<file path="src/rtl/traffic_phase_ctrl.sv">
// -----------------------------------------------------------------------------
// traffic_phase_ctrl
//
// Phase sequencer for a two-way intersection. Each TICK pulse (one per second)
// advances the phase counter. The base loop is
//   NS_GRN -> NS_YEL -> RED_1 -> EW_GRN -> EW_YEL -> RED_2 -> NS_GRN.
// A phase lasts exactly its configured number of ticks: the counter is loaded
// with duration-1 on entry and the phase ends on a tick that finds it at zero.
//
// Optional feature, macro TRAFFIC_PED_EN:
//   defined   - a latched pedestrian request inserts PED_WALK after the next
//               all-red phase; PED_ACK pulses once per latched request.
//   undefined - i_ped_req is ignored, o_walk and o_ped_ack are tied to 0 and
//               only the six-state base loop runs.
//
// Ports:
//   i_clk        system clock, all logic on posedge
//   i_rst_n      asynchronous active-low reset
//   i_tick       one-cycle-per-second pulse (a held level counts every cycle)
//   i_ped_req    pedestrian button level, already synchronized
//   o_ns_light   NS lamps {red, yellow, green}, one-hot
//   o_ew_light   EW lamps {red, yellow, green}, one-hot
//   o_walk       pedestrian walk lamp
//   o_ped_ack    one-cycle pulse when a request is latched
//   o_remain     ticks remaining in the current phase, minus one
//   o_state      current FSM state encoding, for observation
//
// There is no valid/ready handshake here: i_tick and o_ped_ack are plain
// single-cycle pulses, each meaningful on the cycle it is high.
// -----------------------------------------------------------------------------
module traffic_phase_ctrl #(
    parameter int GREEN_S  = 10,
    parameter int YELLOW_S = 3,
    parameter int ALLRED_S = 1,
    parameter int WALK_S   = 5
) (
    input  logic       i_clk,
    input  logic       i_rst_n,
    input  logic       i_tick,
    input  logic       i_ped_req,
    output logic [2:0] o_ns_light,
    output logic [2:0] o_ew_light,
    output logic       o_walk,
    output logic       o_ped_ack,
    output logic [7:0] o_remain,
    output logic [2:0] o_state
);

    typedef enum logic [2:0] {
        NS_GRN   = 3'd0,
        NS_YEL   = 3'd1,
        RED_1    = 3'd2,
        EW_GRN   = 3'd3,
        EW_YEL   = 3'd4,
        RED_2    = 3'd5,
        PED_WALK = 3'd6
    } state_t;

    localparam logic [2:0] LAMP_RED = 3'b100;
    localparam logic [2:0] LAMP_YEL = 3'b010;
    localparam logic [2:0] LAMP_GRN = 3'b001;

    state_t     r_state;
    state_t     w_state_nxt;
    logic [7:0] r_cnt;
    logic [7:0] w_cnt_nxt;
    logic [2:0] r_ns;
    logic [2:0] r_ew;
    logic [2:0] w_ns_nxt;
    logic [2:0] w_ew_nxt;
    logic       w_phase_end;
    logic       w_walk_go;

    // Counter reload value for a phase: duration-1, so 256 maps to 8'hFF.
    function automatic logic [7:0] dur_m1(input state_t s);
        case (s)
            NS_GRN, EW_GRN: dur_m1 = 8'(GREEN_S - 1);
            NS_YEL, EW_YEL: dur_m1 = 8'(YELLOW_S - 1);
            PED_WALK:       dur_m1 = 8'(WALK_S - 1);
            default:        dur_m1 = 8'(ALLRED_S - 1);
        endcase
    endfunction

    assign w_phase_end = i_tick && (r_cnt == 8'd0);

`ifdef TRAFFIC_PED_EN
    logic r_pend;
    logic r_dir_ew;   // next green after the walk is EW (walk followed RED_1)
    logic r_walk;
    logic r_ack;
    logic w_req_set;

    assign w_req_set = i_ped_req && !r_pend && (r_state != PED_WALK);
    // Uses the registered pend flag, so a request latched on the very edge an
    // all-red phase ends waits for the next all-red.
    assign w_walk_go = w_phase_end && r_pend &&
                       ((r_state == RED_1) || (r_state == RED_2));
`else
    logic w_unused_ped;

    assign w_unused_ped = i_ped_req;
    assign w_walk_go    = 1'b0;
`endif

    always_comb begin
        w_state_nxt = r_state;
        w_cnt_nxt   = r_cnt;
        if (i_tick) begin
            if (r_cnt == 8'd0) begin
                case (r_state)
                    NS_GRN:   w_state_nxt = NS_YEL;
                    NS_YEL:   w_state_nxt = RED_1;
                    RED_1:    w_state_nxt = w_walk_go ? PED_WALK : EW_GRN;
                    EW_GRN:   w_state_nxt = EW_YEL;
                    EW_YEL:   w_state_nxt = RED_2;
                    RED_2:    w_state_nxt = w_walk_go ? PED_WALK : NS_GRN;
`ifdef TRAFFIC_PED_EN
                    PED_WALK: w_state_nxt = r_dir_ew ? EW_GRN : NS_GRN;
`endif
                    default:  w_state_nxt = NS_GRN;
                endcase
                w_cnt_nxt = dur_m1(w_state_nxt);
            end else begin
                w_cnt_nxt = r_cnt - 8'd1;
            end
        end

        // Lamps are decoded from the next state so they register together
        // with the state itself.
        w_ns_nxt = LAMP_RED;
        w_ew_nxt = LAMP_RED;
        case (w_state_nxt)
            NS_GRN:  w_ns_nxt = LAMP_GRN;
            NS_YEL:  w_ns_nxt = LAMP_YEL;
            EW_GRN:  w_ew_nxt = LAMP_GRN;
            EW_YEL:  w_ew_nxt = LAMP_YEL;
            default: begin
                w_ns_nxt = LAMP_RED;
                w_ew_nxt = LAMP_RED;
            end
        endcase
    end

    always_ff @(posedge i_clk or negedge i_rst_n) begin
        if (!i_rst_n) begin
            r_state <= RED_2;
            r_cnt   <= 8'(ALLRED_S - 1);
            r_ns    <= LAMP_RED;
            r_ew    <= LAMP_RED;
        end else begin
            r_state <= w_state_nxt;
            r_cnt   <= w_cnt_nxt;
            r_ns    <= w_ns_nxt;
            r_ew    <= w_ew_nxt;
        end
    end

`ifdef TRAFFIC_PED_EN
    always_ff @(posedge i_clk or negedge i_rst_n) begin
        if (!i_rst_n) begin
            r_pend   <= 1'b0;
            r_dir_ew <= 1'b0;
            r_walk   <= 1'b0;
            r_ack    <= 1'b0;
        end else begin
            if (w_walk_go) begin
                r_pend   <= 1'b0;
                r_dir_ew <= (r_state == RED_1);
            end else if (w_req_set) begin
                r_pend <= 1'b1;
            end
            r_walk <= (w_state_nxt == PED_WALK);
            r_ack  <= w_req_set;
        end
    end

    assign o_walk    = r_walk;
    assign o_ped_ack = r_ack;
`else
    assign o_walk    = 1'b0;
    assign o_ped_ack = 1'b0;
`endif

    assign o_ns_light = r_ns;
    assign o_ew_light = r_ew;
    assign o_remain   = r_cnt;
    assign o_state    = r_state;

endmodule
</file>
<file path="config.mk">
export PLATFORM = sky130hd
export DESIGN_NAME = traffic_phase_ctrl
export DESIGN_NICKNAME = d
export VERILOG_FILES = /design/src/rtl/traffic_phase_ctrl.sv
export SDC_FILE = /design/constraint.sdc
export NUM_CORES = 1
export LEC_CHECK = 0
export BUFFER_PORTS_ARGS = -buffer_cell sky130_fd_sc_hd__buf_2
export CORE_MARGIN = 10
export CORE_UTILIZATION = 46
export DETAILED_ROUTE_END_ITERATION = 16
export GPL_TIMING_DRIVEN = 0
export PLACE_DENSITY = 0.73
export SYNTH_ARGS = -nofsm -noshare
export SYNTH_HDL_FRONTEND = slang
export SYNTH_SLANG_ARGS = --single-unit
</file>
<file path="constraint.sdc">
create_clock -name i_clk -period 2 [get_ports i_clk]
set_input_delay 0.6 -clock i_clk [delete_from_list [all_inputs] [get_ports i_clk]]
set_output_delay 0.6 -clock i_clk [all_outputs]
set_load 0.01 [all_outputs]
</file>
Yosys cells after proc, flatten, opt, wreduce, memory -nomap -nowiden
Cells that the tools add are included.
Word-level totals
  output and inout bits: 19
  logic and storage cells: 31
  bits of input ports: 4
  register bits: 17
Operators by class
  equality and inequality tests: 11
  add/subtract/negate cells: 1
  reductions and logical operators: 6
  mux-type cells: 9
Operators by type and width (number)
  3-bit case mux with 5 select lines: 1
  3-bit by 2-bit equality test with 1-bit output, second input constant: 4
  3-bit equality test, second input constant: 4
  3-bit 2-to-1 mux: 4
  3-bit case mux with 2 select lines: 2
  4-bit case mux with 3 select lines: 1
  3-bit by 1-bit equality test with 1-bit output, second input constant: 3
  3-bit zero test: 3
  8-bit zero test: 1
  8-bit 2-to-1 mux: 1
  8-bit by 1-bit subtractor with 8-bit output, second input constant: 1
  2-bit OR reduction: 2

Depth between registers and ports, before layout
  depth in word-level cells: 8
  mapped depth: 6
  gate-level depth less buffers: 5

Worst setup path after synthesis
No wires, ideal clock.
  path kind: flip-flop to flip-flop
  start point: register r_state[0] (netlist: o_state[0])
  end point: register r_cnt[0] (netlist: o_remain[0])
  buffers on the path: 1
  stages on the path, launching flop included: 5
  data required time: 1.880 ns
  library setup time: 0.120 ns
  data arrival time: 1.794 ns
  setup slack: 0.086 ns
  cell sequence: dfstp_2 > clkbuf_1 > mux2_2 > or4_1 > a31o_1
On the way
  cells in the longest elaborated chain, start to end: 8
  elaborated cells on any way between the ends: 17
  those cells by class: eq/ne: 8; mux: 5; reduce/logical: 4
Ends and longest elaborated chain
  start: declaration: line 63  | state_t r_state;
  start signal: assignment: line 151  | r_state <= w_state_nxt;
  3-bit equality test, or another cell as far along: line 110  | case (r_state)
  3-bit case mux with 5 select lines (*): line 110
  3-bit 2-to-1 mux (*): line 109  | if (r_cnt == 8'd0) begin
  3-bit 2-to-1 mux (*): line 108  | if (i_tick) begin
  3-bit by 1-bit equality test with 1-bit output, or another cell as far along: line 76  | case (s)
  2-bit OR reduction: line 76
  4-bit case mux with 3 select lines (*): line 76
  8-bit 2-to-1 mux (*): line 109
  end signal: assignment: line 147  | r_cnt <= 8'(ALLRED_S - 1);
  end signal: assignment: line 152  | r_cnt <= w_cnt_nxt;
  end: declaration: line 65  | logic [7:0] r_cnt;
Every way passes the cells marked *; elsewhere a longest branch is shown, timed or not. The select of a mux whose other input is x is not followed.
A chain may end at the register's enable or synchronous reset.

Worst setup path after layout
  start point: register r_cnt[0] (netlist: o_remain[0])
  end point: register r_ns[0] (netlist: o_ns_light[0])
On the way
  cells in the longest elaborated chain, start to end: 5
  elaborated cells on any way between the ends: 6
  those cells by class: eq/ne: 1; mux: 3; reduce/logical: 2
Ends and longest elaborated chain
  8-bit zero test (*): line 109
  3-bit 2-to-1 mux (*): line 109
  3-bit 2-to-1 mux (*): line 108
  3-bit by 1-bit equality test with 1-bit output / 3-bit zero test (equally long branches): line 132  | case (w_state_nxt)
  3-bit case mux with 2 select lines (*): line 132
  net w_ns_nxt[0]: line 69  | logic [2:0] w_ns_nxt;
  end signal: assignment: line 153  | r_ns <= w_ns_nxt;
  end: declaration: line 67  | logic [2:0] r_ns;
The timed path passes the listed nets; every way through them passes the cells marked *.

==> impl_metrics.ini <==
[place]
port-buffer-count = 18
post-dp-hpwl_um = 1600
globalplace.congestion = 0.907
post-place-cells = 144

[clock_network]
cts_sinks = 17
cts_buffer_depth = 2
clkTransAtPathRegs_ns = 0.10
clock_latency_ns = 0.30
cts_tree = built
htreeDepth = 1
cts-root-buf = clkbuf_4
numCtsBuffers = 3

[routing]
drtPass1Iterations = 4
drtAntennaViolNets = 0
dr_total_vias = 825
drt_iter0_markers = 17
vias_per_cell = 5.57
finalWirelength_um = 2190
wire_per_inst_um = 14.8
drc = 0

[global_route]
grt_max_degree = 18
grt_pass1_wl_um = 3840
grt_overflow = 0
grtUsageTotal = 0.108
antenna_found_initial = 0
grt_pass1_vias = 905

[yosys]
synth_area_leaders = dfrtp_1, dfstp_2, mux2_2
synth_flop_cell = dfrtp_1
synth-seq-cells = 17
synth_enable_flop_cells = 0
yosys-top-cells-count = dfrtp_1, nand2_1, nor2_1, o21ai_0, clkbuf_1
ys_warn_count = 0
synth_area_leader_cell = dfrtp_1
yosysUniqueCellTypes = 39
async_flop_share = 1.00
yosysSeqAreaShare = 0.453
yosysMostFrequentCell = dfrtp_1
synth_top_area_frac = 0.343
syn-cell-area_um2 = 950
syn_area_per_cell_um2 = 9.69
syn_inst = 98

[finish]
fill_cells = 193
area_delta_synth_final_pct = 19.4
nets = 128
final_core_util = 0.578
fin_cells = 148
drive_gt1_frac = 0.372
antenna_cells = 0

[timing]
rsz0062_at_grt = false
slew_viol_final = 0
finalHoldViolations = 0
worst_pin_slew_ns = 0.647
finalClockSkew_ns = 0.00477
finalSetupTns_ns = 0
fmax_mhz = 520
finalSetupViolCount = 0
relSlewSlack = 0.563
post-route-min-period_ns = 1.92
timing.final.crit_share = 0.962

[pwr]
ir_drop_uv = 853
p_leak_nw = 0.481
power_density_nw_per_um2 = 1550

[critical_path]
crit_arrival_ns = 2.09
reg2reg_depth = 6
crit_cells = 6
r2r_setup_slack_ns = 0.08
worstReg2RegEnd = o_ns_light[0]
critPathKind = reg -> reg
cp-startpoint = o_remain[0]
worst-path-max-fanout = 10
cp.required_ns = 2.16
cp-endpoint = o_ns_light[0]
crit-reg2reg-launch = o_remain[0]
worstSetupStartpointType = flip-flop
slowest_delay_ns = 0.41
end_kind = flip-flop
path_buf_inv = 2
cpLargestDelayFamily = compound AO/OA/AOI/OAI gates
path_cells = inv_2 -> ha_2 -> or3b_1 -> buf_2 -> o311ai_0 -> o21ai_1
slowest_stage = dfrtp_1

[die]
rows = 16
die_height_um = 65.4
dieArea_um2 = 4280
die_x_um = 65.4
io_pins = 23
coreArea_um2 = 1960
start_util = 0.484

[run]
drv_cap = 0

[hold_path]
hold_class = in -> async

[status]
status = finished clean
-- metal layers --
metal / track usage / part of all wire / wire length [um]
met5: 0 / 0 / 0
met3: 0.0390 / 0.074 / 162
met1: 0.122 / 0.43 / 933
met2: 0.168 / 0.48 / 1050
met4: 0.0695 / 0.019 / 42
-- how the worst min path moves through the flow --
stage / startpoint / end / slack (ns) / cells past startpoint
final: i_rst_n / o_ew_light[1] / 0.20 / 1
after global routing: i_rst_n / o_ew_light[1] / 0.22 / 1
after CTS: i_rst_n / o_remain[7] / 0.22 / 1
after detailed placement: i_rst_n / o_state[1] / 0.54 / 1
after global placement: i_rst_n / o_ns_light[1] / 0.53 / 1
after floorplan: i_rst_n / o_ew_light[0] / 0.30 / 0
-- cells in the final DEF, fill, tap and decap left out, types with 3 or more instances in the layout --
cell type / synthesis / routed
buf_4: 2 / 3
clkbuf_1: 5 / 4
dfrtp_1: 13 / 13
o21ai_0: 7 / 6
nand2_1: 7 / 7
mux2_2: 4 / 4
clkbuf_4: 0 / 3
nor2_1: 7 / 7
buf_2: 2 / 21
dfstp_2: 4 / 4
nand4_1: 3 / 3
-- cell families (layout without fill, tap and decap cells) --
family,after synthesis,after routing,synth area share
flip-flops,17,17,0.453
other,1,2,0.00395
AND/OR/NAND/NOR,36,36,0.217
multiplexers,4,4,0.0474
buffers and inverters,13,35,0.0619
XOR/XNOR,1,1,0.00922
adder cells (fa/ha/maj),2,2,0.0263
AO/OA/AOI/OAI,24,24,0.181
-- repair_timing --
action	CTS	global route
cloned	0	0
setup buffers	0	1
endpoints found under the setup margin	7	13
pin swaps	0	0
hold buffers	0	0
gates resized for setup	3	8
-- flip-flops by register name (all words and copies together) (netlist names) --
signal and cells:
o_state 3, o_ns_light 3, o_remain 8, o_ew_light 3
-- power breakdown --
part | leakage (nW) | internal [mW] | switching, mW | total, mW
clock | 0.0150 | 0.0778 | 0.112 | 0.190
sequential | 0.206 | 0.500 | 0.149 | 0.649
combinational | 0.261 | 0.382 | 0.535 | 0.916
-- stage by stage --
step	hold slack, ns	area [um2]	total power [mW]	setup slack [ns]
CTS	0.217	1110	1.71	0.0112
detailed placement	0.545	1080	1.51	-0.0546
floorplan	0.304	953	1.22	0.0864
global placement	0.534	1080	1.48	-0.00819
finish	0.203	1130	1.76	0.0757
global route	0.222	1130	1.91	0.0292
-- layout make-up --
class / count / area, um2 / area share
Timing Repair Buffer: 19 / 97.6 / 0.0861
Sequential cell: 17 / 430 / 0.380
Inverter: 4 / 15.0 / 0.0132
Multi-Input combinational cell: 69 / 489 / 0.432
Tap cell: 27 / 33.8 / 0.0298
Clock buffer: 4 / 26.3 / 0.0232
Buffer: 8 / 41.3 / 0.0364
No activity file was read; power rests on OpenSTA's default activity.
